File: config.mk
export PLATFORM = sky130hd
export DESIGN_NAME = tsmp_cmd_parser_flat
export DESIGN_NICKNAME = d
export VERILOG_FILES = /design/src/rtl/tsmp_pkg.sv /design/src/rtl/tsmp_cmd_parser_if.sv /design/src/rtl/sat_counter.sv /design/src/rtl/tsmp_cmd_parser.sv /design/src/flat_wrapper.sv
export SDC_FILE = /design/constraint.sdc
export NUM_CORES = 1
export LEC_CHECK = 0
export CORE_AREA = 2 2 157 121
export CTS_CLUSTER_DIAMETER = 100
export DETAILED_ROUTE_END_ITERATION = 7
export DIE_AREA = 0 0 159 123
export DONT_BUFFER_PORTS = 1
export SKIP_LAST_GASP = 1
export SYNTH_ARGS = -nofsm -noshare
export SYNTH_HDL_FRONTEND = slang
export SYNTH_SLANG_ARGS = --single-unit
File: constraint.sdc
create_clock -name i_clk -period 4.59 [get_ports i_clk]
set_input_delay 0.918 -clock i_clk [delete_from_list [all_inputs] [get_ports i_clk]]
set_output_delay 0.918 -clock i_clk [all_outputs]
set_load 0.01 [all_outputs]
File: src/rtl/tsmp_pkg.sv
// Shared TSMP definitions: frame type codes, field byte offsets and the
// command-parser state encoding.
package tsmp_pkg;

  localparam logic [7:0] TSMP_TYPE_READ   = 8'h00;
  localparam logic [7:0] TSMP_TYPE_WRITE  = 8'h01;
  localparam logic [7:0] TSMP_TYPE_CONFIG = 8'h16;
  localparam logic [7:0] TSMP_TYPE_NONE   = 8'hff;

  localparam int unsigned HEAD_LEN    = 14;
  localparam int unsigned TYPE_OFF    = HEAD_LEN;
  localparam int unsigned ADDR_OFF    = HEAD_LEN + 1;
  localparam int unsigned ADDR_BYTES  = 4;
  localparam int unsigned WDATA_OFF   = ADDR_OFF + ADDR_BYTES;
  localparam int unsigned WDATA_BYTES = 4;

  // Shortest legal frames: the tail byte may itself carry the last field byte
  localparam int unsigned READ_MIN_TAIL  = ADDR_OFF + ADDR_BYTES - 1;
  localparam int unsigned WRITE_MIN_TAIL = WDATA_OFF + WDATA_BYTES - 1;

  localparam int unsigned IDX_WIDTH = 5;

  typedef enum logic [2:0] {
    ST_IDLE,
    ST_HEAD,
    ST_FIELD,
    ST_ISSUE,
    ST_DROP
  } state_t;

endpackage

File: src/rtl/tsmp_cmd_parser_if.sv
// Byte-stream input and register-request output of the TSMP command parser.
interface tsmp_cmd_parser_if #(
  parameter int unsigned DATA_WIDTH  = 9,
  parameter int unsigned ADDR_WIDTH  = 32,
  parameter int unsigned WDATA_WIDTH = 32
);
  logic [DATA_WIDTH-1:0]  iv_data;
  logic                   i_data_wr;
  logic                   o_rd_req;
  logic                   o_wr_req;
  logic [ADDR_WIDTH-1:0]  ov_addr;
  logic [WDATA_WIDTH-1:0] ov_wdata;
  logic                   i_ack;

  modport master (
    output iv_data, i_data_wr, i_ack,
    input  o_rd_req, o_wr_req, ov_addr, ov_wdata
  );

  modport slave (
    input  iv_data, i_data_wr, i_ack,
    output o_rd_req, o_wr_req, ov_addr, ov_wdata
  );
endinterface

File: src/rtl/sat_counter.sv
// Counter that increments on a pulse and holds at all-ones instead of wrapping.
module sat_counter #(
  parameter int unsigned WIDTH = 16
) (
  input  logic             i_clk,
  input  logic             i_rst,
  input  logic             i_inc,
  output logic [WIDTH-1:0] ov_cnt
);
  logic [WIDTH-1:0] r_cnt;

  always_ff @(posedge i_clk or posedge i_rst) begin
    if (i_rst) begin
      r_cnt <= '0;
    end else if (i_inc && (r_cnt != '1)) begin
      r_cnt <= r_cnt + WIDTH'(1);
    end
  end

  assign ov_cnt = r_cnt;
endmodule

File: src/rtl/tsmp_cmd_parser.sv
// Parses TSMP read/write frames from the PLC-side byte stream and issues one
// register request per valid frame; frames arriving while busy are dropped.
module tsmp_cmd_parser
  import tsmp_pkg::*;
#(
  parameter int unsigned DATA_WIDTH  = 9,
  parameter int unsigned ADDR_WIDTH  = 32,
  parameter int unsigned WDATA_WIDTH = 32,
  parameter int unsigned CNT_WIDTH   = 16
) (
  input  logic                 i_clk,
  input  logic                 i_rst,
  tsmp_cmd_parser_if.slave     bus,
  output logic [CNT_WIDTH-1:0] ov_err_cnt,
  output logic [CNT_WIDTH-1:0] ov_drop_cnt
);
  state_t                 r_state;
  logic [IDX_WIDTH-1:0]   r_k;
  logic [7:0]             r_type;
  logic [ADDR_WIDTH-1:0]  r_addr;
  logic [WDATA_WIDTH-1:0] r_wdata;
  logic                   r_rd_req;
  logic                   r_wr_req;
  logic                   r_drop_open;

  logic       w_acc, w_flag, w_in_frame, w_tail;
  logic       w_in_type, w_in_addr, w_in_wdata;
  logic       w_rd_ok, w_wr_ok, w_err_inc;
  logic       w_drop_head, w_drop_close, w_drop_open_nxt;
  logic [7:0] w_byte;

  assign w_acc      = bus.i_data_wr;
  assign w_flag     = bus.iv_data[DATA_WIDTH-1];
  assign w_byte     = bus.iv_data[7:0];
  assign w_in_frame = (r_state == ST_HEAD) || (r_state == ST_FIELD);
  assign w_tail     = w_in_frame && w_acc && w_flag;

  assign w_in_type  = (r_k == IDX_WIDTH'(TYPE_OFF));
  assign w_in_addr  = (r_k >= IDX_WIDTH'(ADDR_OFF)) && (r_k < IDX_WIDTH'(ADDR_OFF + ADDR_BYTES));
  assign w_in_wdata = (r_k >= IDX_WIDTH'(WDATA_OFF)) && (r_k < IDX_WIDTH'(WDATA_OFF + WDATA_BYTES));

  assign w_rd_ok   = (r_type == TSMP_TYPE_READ)  && (r_k >= IDX_WIDTH'(READ_MIN_TAIL));
  assign w_wr_ok   = (r_type == TSMP_TYPE_WRITE) && (r_k >= IDX_WIDTH'(WRITE_MIN_TAIL));
  assign w_err_inc = w_tail && !(w_rd_ok || w_wr_ok);

  // While busy, flagged bytes alternate between opening and closing a drop
  assign w_drop_head     = (r_state == ST_ISSUE) && w_acc && w_flag && !r_drop_open;
  assign w_drop_close    = (r_state == ST_ISSUE) && w_acc && w_flag &&  r_drop_open;
  assign w_drop_open_nxt = w_drop_head || (r_drop_open && !w_drop_close);

  always_ff @(posedge i_clk or posedge i_rst) begin
    if (i_rst) begin
      r_state     <= ST_IDLE;
      r_k         <= '0;
      r_type      <= TSMP_TYPE_NONE;
      r_addr      <= '0;
      r_wdata     <= '0;
      r_rd_req    <= 1'b0;
      r_wr_req    <= 1'b0;
      r_drop_open <= 1'b0;
    end else begin
      case (r_state)
        ST_IDLE: begin
          if (w_acc && w_flag) begin
            r_state <= ST_HEAD;
            r_k     <= IDX_WIDTH'(1);
            r_type  <= TSMP_TYPE_NONE;
            r_addr  <= '0;
            r_wdata <= '0;
          end
        end
        ST_HEAD, ST_FIELD: begin
          if (w_acc) begin
            if (w_in_type)  r_type  <= w_byte;
            if (w_in_addr)  r_addr  <= {r_addr[ADDR_WIDTH-9:0], w_byte};
            if (w_in_wdata) r_wdata <= {r_wdata[WDATA_WIDTH-9:0], w_byte};
            if (r_k != '1)  r_k     <= r_k + IDX_WIDTH'(1);
            if (w_flag) begin
              if (w_rd_ok || w_wr_ok) begin
                r_state     <= ST_ISSUE;
                r_rd_req    <= w_rd_ok;
                r_wr_req    <= w_wr_ok;
                r_drop_open <= 1'b0;
                // Reads carry no data even if pad bytes landed in the data slot
                if (w_rd_ok) r_wdata <= '0;
              end else begin
                r_state <= ST_IDLE;
              end
            end else if (r_k >= IDX_WIDTH'(HEAD_LEN - 1)) begin
              r_state <= ST_FIELD;
            end
          end
        end
        ST_ISSUE: begin
          r_drop_open <= w_drop_open_nxt;
          if (bus.i_ack) begin
            r_rd_req <= 1'b0;
            r_wr_req <= 1'b0;
            r_state  <= w_drop_open_nxt ? ST_DROP : ST_IDLE;
          end
        end
        ST_DROP: begin
          if (w_acc && w_flag) begin
            r_state     <= ST_IDLE;
            r_drop_open <= 1'b0;
          end
        end
        default: r_state <= ST_IDLE;
      endcase
    end
  end

  assign bus.o_rd_req = r_rd_req;
  assign bus.o_wr_req = r_wr_req;
  assign bus.ov_addr  = r_addr;
  assign bus.ov_wdata = r_wdata;

  sat_counter #(.WIDTH(CNT_WIDTH)) u_err_cnt (
    .i_clk  (i_clk),
    .i_rst  (i_rst),
    .i_inc  (w_err_inc),
    .ov_cnt (ov_err_cnt)
  );

  sat_counter #(.WIDTH(CNT_WIDTH)) u_drop_cnt (
    .i_clk  (i_clk),
    .i_rst  (i_rst),
    .i_inc  (w_drop_head),
    .ov_cnt (ov_drop_cnt)
  );
endmodule

File: src/flat_wrapper.sv
// flat-port wrapper written by rule: the top's interface ports become plain ports
module tsmp_cmd_parser_flat import tsmp_pkg::*;
#(
  parameter int unsigned DATA_WIDTH  = 9,
  parameter int unsigned ADDR_WIDTH  = 32,
  parameter int unsigned WDATA_WIDTH = 32,
  parameter int unsigned CNT_WIDTH   = 16
)
  (i_clk, i_rst, ov_err_cnt, ov_drop_cnt, bus_iv_data, bus_i_data_wr, bus_i_ack, bus_o_rd_req, bus_o_wr_req, bus_ov_addr, bus_ov_wdata);
  tsmp_cmd_parser_if #(.DATA_WIDTH(DATA_WIDTH), .ADDR_WIDTH(ADDR_WIDTH), .WDATA_WIDTH(WDATA_WIDTH)) bus_i ();
  input  logic i_clk;
  input  logic i_rst;
  output logic [CNT_WIDTH-1:0] ov_err_cnt;
  output logic [CNT_WIDTH-1:0] ov_drop_cnt;
  input wire logic [$bits(bus_i.iv_data)-1:0] bus_iv_data;
  input wire logic [$bits(bus_i.i_data_wr)-1:0] bus_i_data_wr;
  input wire logic [$bits(bus_i.i_ack)-1:0] bus_i_ack;
  output wire logic [$bits(bus_i.o_rd_req)-1:0] bus_o_rd_req;
  output wire logic [$bits(bus_i.o_wr_req)-1:0] bus_o_wr_req;
  output wire logic [$bits(bus_i.ov_addr)-1:0] bus_ov_addr;
  output wire logic [$bits(bus_i.ov_wdata)-1:0] bus_ov_wdata;
  assign bus_i.iv_data = bus_iv_data;
  assign bus_i.i_data_wr = bus_i_data_wr;
  assign bus_i.i_ack = bus_i_ack;
  assign bus_o_rd_req = bus_i.o_rd_req;
  assign bus_o_wr_req = bus_i.o_wr_req;
  assign bus_ov_addr = bus_i.ov_addr;
  assign bus_ov_wdata = bus_i.ov_wdata;
  tsmp_cmd_parser #(.DATA_WIDTH(DATA_WIDTH), .ADDR_WIDTH(ADDR_WIDTH), .WDATA_WIDTH(WDATA_WIDTH), .CNT_WIDTH(CNT_WIDTH)) u_core (.i_clk(i_clk), .i_rst(i_rst), .bus(bus_i), .ov_err_cnt(ov_err_cnt), .ov_drop_cnt(ov_drop_cnt));
endmodule
; Word level (Yosys, flattened, before mapping)
; Cells that the tools add are included.
[classes]
add_sub_neg = 3
mul = 0
div = 0
order_cmp = 7
eq_ne = 19
shifts = 0
mux = 41
n_bitwise = 0
n_reduce_logical = 34
[ops]
columns = cell, count
row1 = $mux W32, 8
row2 = $pmux W32 S2, 2
row3 = $add A16 B1 Y16 const B, 2
row4 = $ne A16 B16 Y1 const B, 2
row5 = $mux W8, 3
row6 = $mux W3, 7
row7 = $pmux W8 S2, 1
row8 = $ge A5 B5 Y1 const B, 3
row9 = $logic_and A1 B1 Y1, 15
row10 = $mux W5, 3
row11 = $reduce_and A5 Y1, 3
row12 = $ne A2 B1 Y1 const B, 6
row13 = $pmux W3 S4, 1
row14 = $reduce_and A4 Y1, 3
row15 = $mux W1, 11
row16 = $ge A5 B4 Y1 const B, 2
row17 = $lt A5 B5 Y1 const B, 2
row18 = $pmux W5 S2, 1
row19 = $eq A8 B1 Y1 const B, 1
row20 = $logic_not A8 Y1, 1
row21 = $eq A3 B2 Y1 const B, 2
row22 = $ne A2 B2 Y1 const B, 3
row23 = $add A5 B1 Y5 const B, 1
row24 = $eq A5 B4 Y1 const B, 1
row25 = other kinds (14), 20
[totals]
ff_bits = 115
latch_bits = 0
mem_bits_rw = 0
romBits = 0
in_bits = 13
output_inout_bits = 98
elab_cells = 114
memories = 0

; Longest topological paths before layout
[depth]
ltp_word = 10
ltp_mapped = 10
ltp_nobuf = 8

; Modules after synthesis
; A second synthesis with hierarchy kept.
[hier_totals]
cells_unflattened = 563
area_unflattened_um2 = 5491.5
[modules_own_cells]
columns = mod, n_inst, cells_each, area_per_inst_um2, seq_area_each_um2
row1 = tsmp_cmd_parser, 1, 421, 3880.0, 2087.0
row2 = sat_counter, 2, 71, 805.8, 400.4

; Least setup slack after synthesis
; OpenSTA, ideal clock, no wires.
[synth_timing]
path_type = input to register
from = input bus_iv_data[8]
to = register u_core.u_drop_cnt.r_cnt[15], in the netlist u_core.u_drop_cnt.ov_cnt[15]
setup_ns = 0.125
arrival_time_ns = 2.328
required_ns = 4.465
slack_ns = 2.137
stages = 8
n_path_buf = 1
path_cell_list = buf_2 > nand2_1 > nor3_1 > ha_1 > and3_1 > nand2_1 > nor3_1 > mux2_2
[synth_via]
elab_chain_len = 3
[synth_lines]
columns = item, line_no
row1 = start: declaration, flat_wrapper.sv:15  ; input wire logic [$bits(bus_i.iv_data)-1:0] bus_iv_data;
row2 = $logic_and A1 B1 Y1 (2 in a row), tsmp_cmd_parser.sv:47  ; assign w_drop_head = (r_state == ST_ISSUE) && w_acc && w_flag && !r_drop_open;
row3 = $logic_and A1 B1 Y1, sat_counter.sv:15  ; end else if (i_inc && (r_cnt != '1)) begin
row4 = end signal: assignment, sat_counter.sv:16  ; r_cnt <= r_cnt + WIDTH'(1);
row5 = end: declaration, sat_counter.sv:10  ; logic [WIDTH-1:0] r_cnt;
; No other way between the ends.
; A chain may end at the register's enable or synchronous reset.

; Worst setup path in the final report
[layout_timing]
from = register u_core.r_k[1]
to = register u_core.r_addr[9], in the netlist u_core.bus.ov_addr[9]
[layout_via]
elab_chain_len = 4
elab_cells_between_ends = 5
cone_classes = 2 x order compare / 1 x eq/ne / 2 x reduce/logical
[layout_lines]
columns = item, line_no
row1 = start: declaration, tsmp_cmd_parser.sv:18  ; logic [IDX_WIDTH-1:0] r_k;
row2 = start signal: assignment, tsmp_cmd_parser.sv:77  ; if (r_k != '1) r_k <= r_k + IDX_WIDTH'(1);
row3 = $ge A5 B4 Y1 or $lt A5 B5 Y1 (tied branches), tsmp_cmd_parser.sv:39  ; assign w_in_addr = (r_k >= IDX_WIDTH'(ADDR_OFF)) && (r_k < IDX_WIDTH'(ADDR_OFF + ADDR_BYTES));
row4 = $logic_and A1 B1 Y1 *, tsmp_cmd_parser.sv:39
row5 = $ne A2 B1 Y1 (no line) *, --
row6 = $reduce_and A4 Y1 (no line) *, --
row7 = end signal: assignment, tsmp_cmd_parser.sv:75  ; if (w_in_addr) r_addr <= {r_addr[ADDR_WIDTH-9:0], w_byte};
row8 = end: declaration, tsmp_cmd_parser.sv:20  ; logic [ADDR_WIDTH-1:0] r_addr;
; Mark *: on every way between the ends. The rest lies on a longest branch, timed or not.

==> results by group <==
Setup path
  – Worst EP required: 4.89 ns
  – R2r setup slk: roughly 2.0 ns
  – Crit start category: register
  – CP Capture Type: register
  – Setup CP Type: register to register
  – R2R cell count: 9
  – Peak fanout along the critical path: 64
  – WP data arrival: approximately 2.9 ns
  – RR Endpoint: u_core.bus.ov_addr[9]
  – R2R Path Start: u_core.r_k[1]

Drt
  – Via-to-Cell Ratio: roughly 5.1
  – DRC: 0
  – Routed WL per cell: between 15 and 20 um
  – Drt first pass iters: 4
  – Routed WL: 13.47 mm
  – Via count: 4141
  – Initial DRC Count: between 200 and 250
  – Remaining antenna violation count: 0

Power
  – Max IR drop VDD: 0.2149 mV
  – PwrDens: about 490 mW/mm^2
  – Leakage power: between 2 and 3 nW

Yosys
  – Prevailing post-synth register cell: dfrtp_1
  – Mapped Cells: 562
  – Post-synthesis sequential area ratio: a little over half
  – EDFF count, synth: 0
  – Area contributors post-synth: dfrtp_1 (49%), nand2_1 (8.2%), dfstp_2 (3.8%)
  – Synth warnings: 0
  – Post-synthesis cell type count: ~60
  – Syn Area/Cell: 9.783 um^2
  – Yosys top cell area share: 48.70%
  – Flops & latches, synth: 115
  – Largest area contributor in the netlist: dfrtp_1
  – Mapped Area: 0.005498 mm^2
  – Post-synth ARST share: between 90% and 100%
  – Net count after synthesis: roughly 580

Run status
  – Status: completed

Global routing
  – Vias in the first global route: 4114
  – First-pass GRT wire length: 22.23 mm
  – GR Util All Layers: between 10% and 20%
  – Largest net degree at the start of global routing: 79
  – Total grt overflow: 0
  – Initial antenna violation count: 0

Floorplanning
  – Die ar.: 0.01956 mm^2
  – I/O Pins: between 100 and 150
  – Die H: 123 um
  – Die width: 159 um
  – Initial core utilization: 30.41%
  – Cell Rows: 43
  – Core area: about 0.018 mm^2

STA
  – Clk_skew: 0.01041 ns
  – Post-Route Setup TNS: 0 ns
  – RSZ-0062 raised after global routing: no
  – Setup-failing EPs final: 0
  – FMAX: between 300 and 400 MHz
  – Max Slew Vio Count: 0
  – Slew Limit Headroom: 25.06%
  – Least-Margin Pin Slew: between 1 and 1.5 ns
  – Final hold viol count: 0
  – Post-route clock period utilization: 55.76%
  – Tmin final: 2.559 ns

Clock network
  – Post-CTS Resized: 0
  – Post CTS Setup Buffer Count: 0
  – TritonCTS Buffers: 17
  – Clock sink count: 115
  – CTS tree: done
  – CTS Buffer Depth: 2
  – Worst skew pair latency: around 0.4 ns
  – Htree depth: 4
  – CTS Hold Buffers Added: 0
  – Clock transition at path regs: 0.06 ns
  – Root Driver: clkbuf_16

Layout
  – Layout cells sized above 1: 14.66%
  – Filler instances: 1872
  – Final Net Count: 574
  – Ant. Diodes: 0
  – Area grow syn2layout: 14.04%
  – Fin util: between 30% and 40%

Placed design
  – I/O Buffers: 0
  – DP HPWL: 9.253 mm
  – GPL Wtd Cong: between 0.8 and 0.9

Worst hold path
  – Worst Hold End: u_core.r_drop_open
  – Hold Crit Depth: 2
  – Worst Hold Class: register to register
  – Hold path startpoint: u_core.r_drop_open

Job
  – MaxCap Viol Count: 0
[area by class of cell]
cell class,instances,area [um^2],share of cell area (%)
clock inverters,12,107.6,1.716
multi-input cells,402,2430,38.75
inverters,11,43.79,0.6985
flip-flops and latches,115,2888,46.06
clock buffers,20,446.7,7.124
well taps,247,309.0,4.929
repair buffers,6,45.04,0.7184
[metal layers]
metal	GRT usage, %	share of wire (%)	vias to the layer above
li1	-	-	1962
met1	17.73	45	2090
met2	22.04	45	79
met3	7.112	9.1	10
met4	4.148	1.0	0
met5	0	0	-
[synth_stat cells (2+ instances only)]
master / number
nand3_1: 15
dfrtp_1: 107
mux2_2: 4
o22a_1: 8
nor4_1: 4
nor3_1: 10
and3_1: 4
and2_1: 3
o21bai_1: 2
o31ai_1: 2
nor3_2: 2
nor3b_1: 3
a21oi_1: 41
or3_1: 6
nand4_1: 13
nand2_1: 120
and4_1: 4
dfstp_2: 8
a31o_1: 10
xnor2_1: 17
buf_6: 2
inv_1: 11
nand2b_1: 2
ha_1: 8
a31o_2: 22
a32o_1: 3
a21o_1: 3
clkbuf_1: 17
buf_2: 13
nor2_1: 48
a211oi_1: 5
nor2b_1: 3
a31oi_1: 2
o211ai_1: 2
xor2_1: 12
[sequential cells by signal, indices dropped and copies added (netlist names)]
signal,count
u_core.bus.o_rd_req,1
u_core.bus.o_wr_req,1
u_core.bus.ov_addr,32
u_core.bus.ov_wdata,32
u_core.r_drop_open,1
u_core.r_k,5
u_core.r_state,3
u_core.r_type,8
u_core.u_drop_cnt.ov_cnt,16
u_core.u_err_cnt.ov_cnt,16
[power by group]
group | internal [W] | leakage, nW | switching (W)
registers | 0.00107 | 1.56 | 0.000149
clock network | 0.000758 | 0.267 | 0.000482
logic | 0.000195 | 0.820 | 0.000415
total | 0.00202 | 2.64 | 0.00105
[worst max-delay path: stages (launching register included)]
cell,delay [ns]
dfrtp_1,0.52
ha_1,0.29
and3_1,0.21
ha_1,0.18
a41oi_1,0.16
nor2_1,0.10
o21bai_4,0.12
buf_4,0.51
nor2_1,0.11
a31o_2,0.23
[cells in the final DEF, fill, tap and decap left out, types with 2 or more instances in the layout]
master | synthesis | layout
and4_1 | 4 | 4
or3_1 | 6 | 6
nor2_1 | 48 | 47
and3_1 | 4 | 4
buf_4 | 1 | 6
nand2_1 | 120 | 120
o211ai_1 | 2 | 2
a211oi_1 | 5 | 5
o31ai_1 | 2 | 2
and2_1 | 3 | 3
xnor2_1 | 17 | 17
nand2b_1 | 2 | 2
a21o_1 | 3 | 3
nand3_1 | 15 | 15
inv_6 | 0 | 2
clkinv_2 | 0 | 4
nor3b_1 | 3 | 3
clkinvlp_4 | 0 | 3
inv_1 | 11 | 10
nor4_1 | 4 | 4
dfstp_2 | 8 | 8
nor2b_1 | 3 | 3
ha_1 | 8 | 8
a31o_2 | 22 | 22
xor2_1 | 12 | 12
a31oi_1 | 2 | 2
clkinv_4 | 0 | 2
a21oi_1 | 41 | 40
a31o_1 | 10 | 10
o22a_1 | 8 | 8
nand4_1 | 13 | 13
dfrtp_1 | 107 | 107
nor3_1 | 10 | 10
mux2_2 | 4 | 4
clkbuf_16 | 0 | 17
a32o_1 | 3 | 3
clkbuf_1 | 17 | 2
[through the flow]
| step | setup slack (ns) | hold WS, ns | total power, W | instance area, um^2 | std cells |
|---|---|---|---|---|---|
| floorplan | 0.6412 | 0.5065 | 0.001692 | 5498 | 562 |
| global placement | 1.895 | 0.5381 | 0.001818 | 5715 | 781 |
| detailed placement | 1.792 | 0.5475 | 0.001844 | 5715 | 781 |
| CTS | 2.026 | 0.5626 | 0.003104 | 6270 | 813 |
| finish | 2.031 | 0.5597 | 0.003068 | 6270 | 813 |
| global route | 1.818 | 0.5738 | 0.003240 | 6270 | 813 |
[cells by family after synthesis]
kind of cell | count (synthesis) | synth area share, %
flops | 115 | 52.53
fa+ha+maj | 8 | 1.821
mux | 5 | 1.024
compound gates | 113 | 15.27
buf+inv | 45 | 3.710
xor+xnor | 30 | 4.916
simple gates | 246 | 20.73
[worst max-delay path by stage]
stage          slack, ns  cells past startpoint               from                      end
3_3_place_gp        1.89                      5      bus_i_data_wr   u_core.bus.ov_wdata[6]
5_1_grt             1.82                      5  u_core.r_state[2]  u_core.bus.ov_wdata[22]
6_report            2.03                      9      u_core.r_k[1]    u_core.bus.ov_addr[9]
4_1_cts             2.03                      9      u_core.r_k[1]   u_core.bus.ov_addr[29]
2_1_floorplan       0.64                      1              i_rst      u_core.bus.o_rd_req
3_5_place_dp        1.79                      5     bus_iv_data[8]   u_core.bus.ov_wdata[1]
No activity file was read; power rests on OpenSTA's default activity.
